==> src/rtl/up_counter_pkg.sv <==
// Shared types for the up_counter_mod block.
//   state_e : controller states (StIdle, StRun, StDone)
//   StateW  : encoded state width
// StDone is only reachable when UP_COUNTER_SAT_EN is defined.
package up_counter_pkg;

  localparam int unsigned StateW = 2;

  typedef enum logic [StateW-1:0] {
    StIdle = 2'd0,
    StRun  = 2'd1,
    StDone = 2'd2
  } state_e;

endpackage

==> src/rtl/up_counter_mod_if.sv <==
// Control/status bundle for up_counter_mod.
//   master modport: drives start/stop/clear/load/load_val/limit, observes the status outputs
//   slave  modport: the counter side (inputs above, outputs count/running/wrap/done)
// N is the counter width and must match the counter's N.
interface up_counter_mod_if #(
  parameter int unsigned N = 4
) ();

  logic         start;
  logic         stop;
  logic         clear;
  logic         load;
  logic [N-1:0] load_val;
  logic [N-1:0] limit;
  logic [N-1:0] count;
  logic         running;
  logic         wrap;
  logic         done;

  modport master (
    output start, stop, clear, load, load_val, limit,
    input  count, running, wrap, done
  );

  modport slave (
    input  start, stop, clear, load, load_val, limit,
    output count, running, wrap, done
  );

endinterface

==> src/rtl/up_counter_tc_cmp.sv <==
// Terminal-count detector for up_counter_mod.
//   count_i : current registered count
//   limit_i : terminal value, sampled every cycle
//   tc_o    : count has reached the terminal value
// A zero limit is decoded explicitly: once the count is at zero it sits on the
// terminal value every cycle, which is what holds it at 0 with a continuous wrap.
module up_counter_tc_cmp #(
  parameter int unsigned N = 4
) (
  input  logic [N-1:0] count_i,
  input  logic [N-1:0] limit_i,
  output logic         tc_o
);

  logic count_eq_limit;
  logic limit_zero;
  logic count_zero;

  always_comb begin
    count_eq_limit = (count_i == limit_i);
    limit_zero     = (limit_i == '0);
    count_zero     = (count_i == '0);
    tc_o           = count_eq_limit | (limit_zero & count_zero);
  end

endmodule

==> src/rtl/up_counter_mod.sv <==
// Start/stop up-counter with programmable terminal value.
//   clk     : clock, rising edge
//   reset_n : asynchronous active-low reset
//   bus     : up_counter_mod_if.slave (start/stop/clear/load/load_val/limit in;
//             count/running/wrap/done out, all registered or decoded from flops)
// Per-cycle priority: clear > load > stop > start > increment.
// Build option UP_COUNTER_SAT_EN: saturate at the terminal value and enter DONE
// instead of rolling over with a wrap pulse. Undefined (default): wrap build, done tied 0.
module up_counter_mod
  import up_counter_pkg::*;
#(
  parameter int unsigned N = 4
) (
  input  logic                clk,
  input  logic                reset_n,
  up_counter_mod_if.slave     bus
);

  state_e       state_q, state_d;
  logic [N-1:0] count_q, count_d;
  logic         wrap_q, wrap_d;
  logic         tc;

  up_counter_tc_cmp #(
    .N (N)
  ) u_tc_cmp (
    .count_i (count_q),
    .limit_i (bus.limit),
    .tc_o    (tc)
  );

  always_comb begin
    state_d = state_q;
    count_d = count_q;
    wrap_d  = 1'b0;

    if (bus.clear) begin
      count_d = '0;
      state_d = StIdle;
    end else if (bus.load) begin
      count_d = bus.load_val;
`ifdef UP_COUNTER_SAT_EN
      if (state_q == StDone) begin
        state_d = StIdle;
      end
`endif
    end else if (bus.stop && (state_q == StRun)) begin
      state_d = StIdle;
    end else if (bus.start && (state_q == StIdle)) begin
      // Count is left alone this cycle; first increment happens next cycle.
      state_d = StRun;
`ifdef UP_COUNTER_SAT_EN
    end else if (bus.start && (state_q == StDone)) begin
      count_d = '0;
      state_d = StRun;
`endif
    end else if (state_q == StRun) begin
      if (tc) begin
`ifdef UP_COUNTER_SAT_EN
        state_d = StDone;
`else
        count_d = '0;
        wrap_d  = 1'b1;
`endif
      end else begin
        // Also covers count > limit: free-run through all-ones to 0, no wrap pulse.
        count_d = count_q + 1'b1;
      end
    end
  end

  always_ff @(posedge clk or negedge reset_n) begin
    if (!reset_n) begin
      state_q <= StIdle;
      count_q <= '0;
      wrap_q  <= 1'b0;
    end else begin
      state_q <= state_d;
      count_q <= count_d;
      wrap_q  <= wrap_d;
    end
  end

  always_comb begin
    bus.count   = count_q;
    bus.running = (state_q == StRun);
    bus.wrap    = wrap_q;
`ifdef UP_COUNTER_SAT_EN
    bus.done    = (state_q == StDone);
`else
    bus.done    = 1'b0;
`endif
  end

endmodule

==> src/flat_wrapper.sv <==
// flat-port wrapper written by rule: the top's interface ports become plain ports
module up_counter_mod_flat import up_counter_pkg::*;
#(
  parameter int unsigned N = 4
)
  (clk, reset_n, bus_start, bus_stop, bus_clear, bus_load, bus_load_val, bus_limit, bus_count, bus_running, bus_wrap, bus_done);
  up_counter_mod_if #(.N(N)) bus_i ();
  input  logic clk;
  input  logic reset_n;
  input wire logic [$bits(bus_i.start)-1:0] bus_start;
  input wire logic [$bits(bus_i.stop)-1:0] bus_stop;
  input wire logic [$bits(bus_i.clear)-1:0] bus_clear;
  input wire logic [$bits(bus_i.load)-1:0] bus_load;
  input wire logic [$bits(bus_i.load_val)-1:0] bus_load_val;
  input wire logic [$bits(bus_i.limit)-1:0] bus_limit;
  output wire logic [$bits(bus_i.count)-1:0] bus_count;
  output wire logic [$bits(bus_i.running)-1:0] bus_running;
  output wire logic [$bits(bus_i.wrap)-1:0] bus_wrap;
  output wire logic [$bits(bus_i.done)-1:0] bus_done;
  assign bus_i.start = bus_start;
  assign bus_i.stop = bus_stop;
  assign bus_i.clear = bus_clear;
  assign bus_i.load = bus_load;
  assign bus_i.load_val = bus_load_val;
  assign bus_i.limit = bus_limit;
  assign bus_count = bus_i.count;
  assign bus_running = bus_i.running;
  assign bus_wrap = bus_i.wrap;
  assign bus_done = bus_i.done;
  up_counter_mod #(.N(N)) u_core (.clk(clk), .reset_n(reset_n), .bus(bus_i));
endmodule
==> config.mk <==
export PLATFORM = sky130hd
export DESIGN_NAME = up_counter_mod_flat
export DESIGN_NICKNAME = d
export VERILOG_FILES = /design/src/rtl/up_counter_pkg.sv /design/src/rtl/up_counter_mod_if.sv /design/src/rtl/up_counter_tc_cmp.sv /design/src/rtl/up_counter_mod.sv /design/src/flat_wrapper.sv
export SDC_FILE = /design/constraint.sdc
export NUM_CORES = 1
export LEC_CHECK = 0
export ABC_AREA = 1
export CORE_AREA = 5 5 42 44
export DETAILED_ROUTE_END_ITERATION = 7
export DIE_AREA = 0 0 47 49
export GPL_ROUTABILITY_DRIVEN = 0
export PLACE_DENSITY = 0.67
export SYNTH_ARGS = -nofsm -noshare
export SYNTH_HDL_FRONTEND = slang
export SYNTH_HIERARCHICAL = 1
export SYNTH_SLANG_ARGS = --single-unit
==> constraint.sdc <==
create_clock -name clk -period 1.6 [get_ports clk]
set_input_delay 0.48 -clock clk [delete_from_list [all_inputs] [get_ports clk]]
set_output_delay 0.48 -clock clk [all_outputs]
set_load 0.03 [all_outputs]
# ---- Word-level counts from Yosys, hierarchy flattened
# Index checks and enable logic that the tools add are counted.
dict set report word_totals {
  regBits 7
  inputBits 14
  output_inout_bits 7
  wordCells 36
}
dict set report op_classes {
  n_addsub 1
  eq_ne 5
  mux 16
  bitwise_logic 2
  n_reduce_logical 9
}
# cell n
set op_table {}
lappend op_table {{$mux W4} 6}
lappend op_table {{$logic_not A4 Y1} 2}
lappend op_table {{$mux W2} 4}
lappend op_table {{$mux W1} 6}
lappend op_table {{$ne A3 B3 Y1 const B} 2}
lappend op_table {{$reduce_bool A3 Y1} 2}
lappend op_table {{$add A4 B1 Y4 const B} 1}
lappend op_table {{$eq A4 B4 Y1} 1}
lappend op_table {{$reduce_and A3 Y1} 1}
lappend op_table {{$eq A2 B1 Y1 const B} 1}
lappend op_table {{$logic_and A1 B1 Y1} 2}
lappend op_table {{$logic_not A2 Y1} 1}
lappend op_table {{$ne A2 B2 Y1 const B} 1}
lappend op_table {{$reduce_and A2 Y1} 1}
lappend op_table {{$and A1 B1 Y1} 1}
lappend op_table {{$or A1 B1 Y1} 1}

# ---- Logic depth before layout (Yosys ltp)
# Gate-level depths: netlist (run 1).
dict set report logic_depth {
  depth_word 9
  mapped_depth 10
  depth_no_buf 10
}

# ---- Modules after synthesis
# The synthesis (run 1) kept the hierarchy.
# module instances cells_each area_each_um2 seq_area_each_um2
set modules_own_cells {}
lappend modules_own_cells {up_counter_mod 1 58 387.9 150.1}
lappend modules_own_cells {up_counter_tc_cmp 1 15 66.3 0.0}

# ---- Least setup slack after synthesis (run 1)
# OpenSTA, ideal clock, no wires.
dict set report synth_timing {
  kind {flip-flop to flip-flop}
  start {reg u_core.count_q[2], in the netlist u_core/bus.count[2]}
  end {reg u_core.count_q[0], in the netlist u_core/bus.count[0]}
  setup_ps 117
  arrival_ps 1192
  required_ps 1483
  setup_slack_ps 290
  path_stages_with_launch 9
  n_path_buf 0
  period_less_slack_ps 1310
  path_cell_list {dfrtp_1 xnor2_1 nand2_1 nor2_1 inv_1 nand2_1 o21ai_0 nand2_1 nand2_1}
}
dict set report synth_between {
  elab_chain_len 9
  word_cells_on_any_way 10
  cone_classes {eq/ne: 1; mux: 6; bitwise: 2; reduce/logical: 1}
}
# element line
set synth_rtl {}
lappend synth_rtl {{start: declaration} up_counter_mod.sv:20} ;# logic [N-1:0] count_q, count_d;
lappend synth_rtl {{start signal: assignment} up_counter_mod.sv:79} ;# count_q <= count_d;
lappend synth_rtl {{$logic_not A4 Y1} up_counter_tc_cmp.sv:22} ;# count_zero = (count_i == '0);
lappend synth_rtl {{$and A1 B1 Y1} up_counter_tc_cmp.sv:23} ;# tc_o = count_eq_limit | (limit_zero & count_zero);
lappend synth_rtl {{$or A1 B1 Y1 *} up_counter_tc_cmp.sv:23}
lappend synth_rtl {{via u_core.tc} up_counter_mod.sv:22} ;# logic tc;
lappend synth_rtl {{$mux W4 *} up_counter_mod.sv:58} ;# if (tc) begin
lappend synth_rtl {{$mux W4 *} up_counter_mod.sv:57} ;# end else if (state_q == StRun) begin
lappend synth_rtl {{$mux W4 *} up_counter_mod.sv:49} ;# end else if (bus.start && (state_q == StIdle)) begin
lappend synth_rtl {{$mux W4 *} up_counter_mod.sv:47} ;# end else if (bus.stop && (state_q == StRun)) begin
lappend synth_rtl {{$mux W4 *} up_counter_mod.sv:40} ;# end else if (bus.load) begin
lappend synth_rtl {{$mux W4 *} up_counter_mod.sv:37} ;# if (bus.clear) begin
# The timed path passes the listed nets; every way through them passes the cells marked *. The select of a mux whose other input is x is not followed.
# A chain may end at the register's enable or synchronous reset.

# ---- Worst setup path in the final report (run 1)
dict set report layout_timing {
  start {reg u_core.state_q[0]}
  end {out bus_running}
}
dict set report layout_between {
  elab_chain_len 1
}
# element line
set layout_rtl {}
lappend layout_rtl {{start: declaration} up_counter_mod.sv:19} ;# state_e state_q, state_d;
lappend layout_rtl {{start signal: assignment} up_counter_mod.sv:74} ;# state_q <= StIdle;
lappend layout_rtl {{start signal: assignment} up_counter_mod.sv:78} ;# state_q <= state_d;
lappend layout_rtl {{$eq A2 B1 Y1} up_counter_mod.sv:86} ;# bus.running = (state_q == StRun);
lappend layout_rtl {{end: declaration} flat_wrapper.sv:17} ;# output wire logic [$bits(bus_i.running)-1:0] bus_running;
# No other way between the ends.

==> impl_results.md, run 1 <==
- VDD IR-drop max: 0.0004773 V
- Startpoint Class: register
- CTS hold repair buffers: 0
- RSZ-0062 raised after global routing: no
- Clk root buf: clkbuf_4
- Cells after Synth: 73
- Final Hold Fails: 0
- Fin nets: 112
- Fill cell count: 155
- Final period util: 91.34%
- Synthesized Nets: 88
- Initial Utilization: 32.41%
- DR pass1 iterations: 4
- CP delay by family, top: buffers and inverters
- Num CTS Buffers: 3
- Max-Cap Viols: 0
- Slowest-stage cell, CP: dlygate4sd2_1
- Core area: 1401 µm²
- Area growth from synthesis to layout: 49.04%
- Number of diodes: 0
- Final WL: 1103 µm
- Synthesized cell area: 454.2 µm²
- Via/cell ratio: 4.523
- GRT Resource Usage Total: 10.47%
- Residual DRC count: 0
- Synth Area per Inst: 6.222 µm²
- Critical path class: reg -> out
- # IOs: 21
- Total die area: 2303 µm²
- Netlist cell types: 18
- TritonCTS clock tree: done
- Worst setup EP type: output port
- Worst hold path class: in -> async
- Max incr delay on CP: 0.40 ns
- Largest net degree at the start of global routing: 9
- Worst-skew pair later-pin latency: 0.24 ns
- Worst path bufs/invs: 1
- Yosys reg bits: 6
- Cell Pwr Density: 722.5 nW/µm²
- CTS H-tree lvls: 1
- Share of layout cells above drive strength 1: 14.74%
- Clock Skew: 0.0007117 ns
- Slack of the critical path: 0.1386 ns
- Warnings, synthesis: 6
- Height of the die: 49 µm
- Vias: 502
- CP max FO: 2
- Overflow after GRT: 0
- Worst-path clk slew: 0.04 ns
- Sequential-to-total area share from yosys stat: 33.06%
- Crit-path cells: dlygate4sd2_1
- Leak: 0.3695 nW
- Dpl cell area: 654.4 µm²
- Die Span X: 47 µm
- Initial drt markers: 9
- Max clock buf depth: 2
- Num rows: 14
- Worst EP required: 1.12 ns
- Tmin final: 1.461 ns
- First-pass GRT wire length: 1766 µm
- Run status: finished, final reports clean
- Arr. time, crit path: 0.98 ns
- Number of global-route vias before repair: 460
- Pre-CTS setup slack: -0.1656 ns
- Detail Route Antenna Nets: 0
- DP Wirelength: 911.8 µm
- Final setup viols: 0
- DR WL/cell: 9.937 µm
- Design Area, Final: 676.9 µm²
- Clk sinks: 6
- Port buffer count: 19
- Final Slew Violations: 0
- Antenna violations before repair: 0
- Achievable Freq: 0.6843 GHz
[path summary, 6_finish.rpt]
kind                                          start                   to  slack [ns]  depth (start not counted)
worst max-delay path              u_core/state_q[0]          bus_running        0.14                          1
worst min-delay path                        reset_n  u_core/bus.count[0]        0.48                          1
worst max register to register  u_core/bus.count[0]  u_core/bus.count[0]        0.35                         10
worst min register to register    u_core/state_q[0]    u_core/state_q[0]        0.62                          3
max in group asynchronous                   reset_n  u_core/bus.count[1]        0.92                          1
min in group clk                  u_core/state_q[0]    u_core/state_q[0]        0.62                          3
[power by group]
part           switching [mW]  internal, mW  total [mW]
clock network          0.0510        0.0846       0.136
logic                  0.0891        0.0762       0.165
registers              0.0227         0.165       0.188
[registers in the layout (all words and copies together), names as in the netlist]
name              flops
u_core/bus.wrap       1
u_core/state_q        1
u_core/bus.count      4
[through the flow]
stage	power [mW]	util [%]	hold slack [ns]	TNS [ns]	std cells
after floorplan	0.2790	-	0.1844	0	73
after global placement	0.3540	46.70	0.6142	-0.4192	108
after detailed placement	0.3572	46.70	0.6117	-0.5518	108
after CTS	0.4965	48.13	0.4806	0	111
after global routing	0.5296	48.30	0.4933	0	111
final	0.4891	48.30	0.4764	0	111
[logic make-up after synthesis]
group	count (synthesis)	share of synthesized area, %
AO/OA/AOI/OAI	5	6.612
XOR/XNOR	2	3.857
adder cells (fa/ha/maj)	1	2.754
buffers and inverters	16	14.05
flip-flops	6	33.06
other	1	0.8257
AND/OR/NAND/NOR	42	38.84
[per-layer routing]
layer / wire length, µm / up-vias / GRT usage, % / share of wire (%)
li1: - / 258 / - / -
met3: 151 / 0 / 7.011 / 14
met2: 483 / 24 / 15.38 / 44
met4: 0 / 0 / 1.382 / 0
met5: 0 / - / 0 / 0
met1: 469 / 220 / 12.95 / 43
[Yosys cell counts]
master | count | area (µm²)
a21oi_2 | 1 | 8.760
nor2_4 | 1 | 11.26
inv_1 | 14 | 52.55
nand3_1 | 2 | 10.01
nor2_1 | 4 | 15.01
nand4_1 | 1 | 6.260
nand2_1 | 31 | 116.4
dfrtp_1 | 6 | 150.1
a31oi_1 | 1 | 6.260
xnor2_1 | 2 | 17.52
ha_1 | 1 | 12.51
conb_1 | 1 | 3.750
o21ai_0 | 3 | 15.01
inv_2 | 1 | 3.750
buf_4 | 1 | 7.510
nand2_2 | 1 | 6.260
nor2_2 | 1 | 6.260
nor3_1 | 1 | 5.000
[cell type report]
cell class | count | area (µm²) | share of cell area (%)
repair buffers | 20 | 185.2 | 27.36
flip-flops and latches | 6 | 150.1 | 22.18
well taps | 16 | 20.02 | 2.957
inverters | 15 | 56.30 | 8.318
clock buffers | 3 | 22.52 | 3.327
multi-input cells | 51 | 242.7 | 35.86
[cells in the final DEF (no fill, tap or decap), types with 2 or more instances in the layout]
master / instances
clkbuf_4: 3
o21ai_0: 2
nor2_1: 3
dlygate4sd2_1: 2
dfrtp_1: 6
inv_1: 14
xnor2_1: 2
nand3_1: 2
nor2_2: 2
buf_4: 5
clkdlybuf4s50_1: 13
nand2_1: 31
[timing repair]
action | in CTS | in global routing
endpoints found under the hold margin | 0 | 0
buffers inserted | 0 | 0
setup endpoints to repair | 2 | 1
resized for setup | 2 | 2
No activity file was read; power rests on OpenSTA's default activity.
==> run 2, diff against run 1 <==
Settings changed: CORE_AREA 5 5 42 44 to 4 4 41 43, DIE_AREA 0 0 47 49 to 0 0 45 47.
==> run 2 against run 1 <==
Largest power group unchanged. Routed wire length shrank 5.4%. Critical path type is now in -> reg. Clock skew increased by 0.0039 ns. Sequential cell count stayed put. Critical path depth increased by 8. Critical endpoint is now u_core/bus.count[2]. Worst setup slack worse by 0.012 ns. Die area is 8.2% lower.
==> impl_results.md, run 2 (same netlist as run 1, synthesis figures left out) <==
- Max-Cap Viols: 0
- Worst Hold Slack: 0.4690 ns
- GRT Resource Usage Total: 11.75%
- Clock Skew: 0.004653 ns
- Reg2reg setup slack: 0.31 ns
- Run status: finished, final reports clean
- Height of the die: 47 µm
- Pre-CTS setup slack: -0.1970 ns
- Power Total: 0.4985 mW
- Overflow after GRT: 0
- Area growth from synthesis to layout: 50.69%
- Final Slew Violations: 0
- Final period util: 92.09%
- Critical R2R Launch: u_core/bus.count[3]
- Max clock buf depth: 2
- CTS hold repair buffers: 0
- Final TNS setup: 0 ns
- Vias: 497
- DR WL/cell: 9.396 µm
- Die Span X: 45 µm
- Initial drt markers: 6
- Cell Pwr Density: 728.4 nW/µm²
- Arr. time, crit path: 1.62 ns
- Startpoint Class: primary input
- Worst hold path class: in -> async
- CP Capture Point: u_core/bus.count[2]
- Num rows: 13
- VDD IR-drop max: 0.0004560 V
- Port buffer count: 19
- Share of layout cells above drive strength 1: 14.58%
- First-pass GRT wire length: 1731 µm
- FF-to-FF path depth: 9
- Final setup viols: 0
- Slack of the critical path: 0.1266 ns
- Number of global-route vias before repair: 450
- Reg power frac: 37.0%
- Leak: 0.3758 nW
- DR pass1 iterations: 2
- Number of diodes: 0
- Fin nets: 113
- Core area: 1301 µm²
- Comb pwr share: 34.4%
- GRT busiest layer: met2
- Antenna violations before repair: 0
- GR Layer Usage met1: 10.83%
- Tmin final: 1.473 ns
- M3 GR Usage: 7.280%
- Detail Route Antenna Nets: 0
- Clock network power share: 28.6%
- Worst-skew pair later-pin latency: 0.25 ns
- Most common cell after layout, fill and taps aside: nand2_1
- Num CTS Buffers: 3
- Clk sinks: 6
- Initial Utilization: 34.90%
- Max reg flops: 4
- Critical path class: in -> reg
- RSZ-0062 raised after global routing: no
- Dpl cells: 108
- Net Sw Power: 0.1689 mW
- Final WL: 1043 µm
- Commonest non-fill, non-tap cells in the layout: nand2_1 (31), inv_1 (14), clkdlybuf4s50_1 (13), dfrtp_1 (6), buf_4 (5)
- Worst EP required: 1.74 ns
- Worst setup EP type: register
- Largest net degree at the start of global routing: 9
- TritonCTS clock tree: done
- Worst-path clk slew: 0.05 ns
- Total die area: 2115 µm²
- Final Hold Fails: 0
- # IOs: 21
- DP Wirelength: 871.2 µm
- CP max FO: 2
- GR Util met2: 20.62%
- Via/cell ratio: 4.477
- Reg2reg end: u_core/bus.count[2]
- Post-Layout Cell Count: 111
- Power Internal: 0.3296 mW
- Clk root buf: clkbuf_4
- Switching share of power: 33.88%
- Residual DRC count: 0
- CTS H-tree lvls: 1
- CP startpoint: bus_limit[3]
- Post-CTS Setup Bufs: 0
- Achievable Freq: 0.6787 GHz
run 2: cell types whose count changed in the layout (fill, tap and decap cells not counted):
cell and delta:
dlygate4sd2_1 +1
run 2: repair_timing:
| action | 4_1_cts | 5_1_grt |
|---|---|---|
| endpoints found under the setup margin | 3 | 2 |
| gates cloned | 0 | 0 |
| gates resized for setup | 3 | 2 |
run 2: worst min path at each step:
stage,startpoint,endpoint,slack [ns],cells after the start
after floorplan,reset_n,u_core/bus.count[0],0.18,0
after global placement,u_core/state_q[0],u_core/state_q[0],0.61,3
after detailed placement,u_core/state_q[0],u_core/state_q[0],0.60,3
after CTS,reset_n,u_core/bus.count[2],0.47,1
after global routing,reset_n,u_core/bus.wrap,0.50,1
final,reset_n,u_core/bus.count[2],0.47,1
run 2: critical path, cell delays in order:
cell             delay, ns
clkdlybuf4s50_1       0.48
xnor2_1               0.12
nand2_1               0.08
nor2_2                0.11
inv_1                 0.07
nand2_1               0.09
o21ai_1               0.09
nand2_1               0.07
nand2_1               0.05
run 2: metrics by stage:
stage	cell area [µm²]	util (%)
6_report	684.4	52.60
5_1_grt	684.4	52.60
4_1_cts	681.9	52.40
3_5_place_dp	663.1	50.96
3_3_place_gp	663.1	50.96
2_1_floorplan	454.2	-
run 2: routing by layer:
metal / vias to the layer above / wire, µm
met4: 0 / 8
met2: 19 / 512
met3: 2 / 137
li1: 261 / -
met1: 215 / 385
met5: - / 0
run 2: power by group through the flow:
stage / Clock [mW] / Combinational, mW / Sequential (mW)
finish: 0.143 / 0.172 / 0.185
floorplan: 0 / 0.0667 / 0.212
global route: 0.159 / 0.191 / 0.188
detailed placement: 0 / 0.174 / 0.188
global placement: 0 / 0.172 / 0.188
CTS: 0.150 / 0.172 / 0.186
run 2: layout make-up:
type,count,area (µm²)
sequential,6,150.1
fill,141,616.8
timing repair buffer,21,193.9
multi-input combinational,51,242.7
inverter,15,56.30
tap,15,18.77
clock buffer,3,22.52
==> run 3, diff against run 2 <==
Settings changed: CTS_CLUSTER_SIZE set to 8.
==> results of run 3 <==
No change in the layout: final DEF, timing and power equal those of run 2.
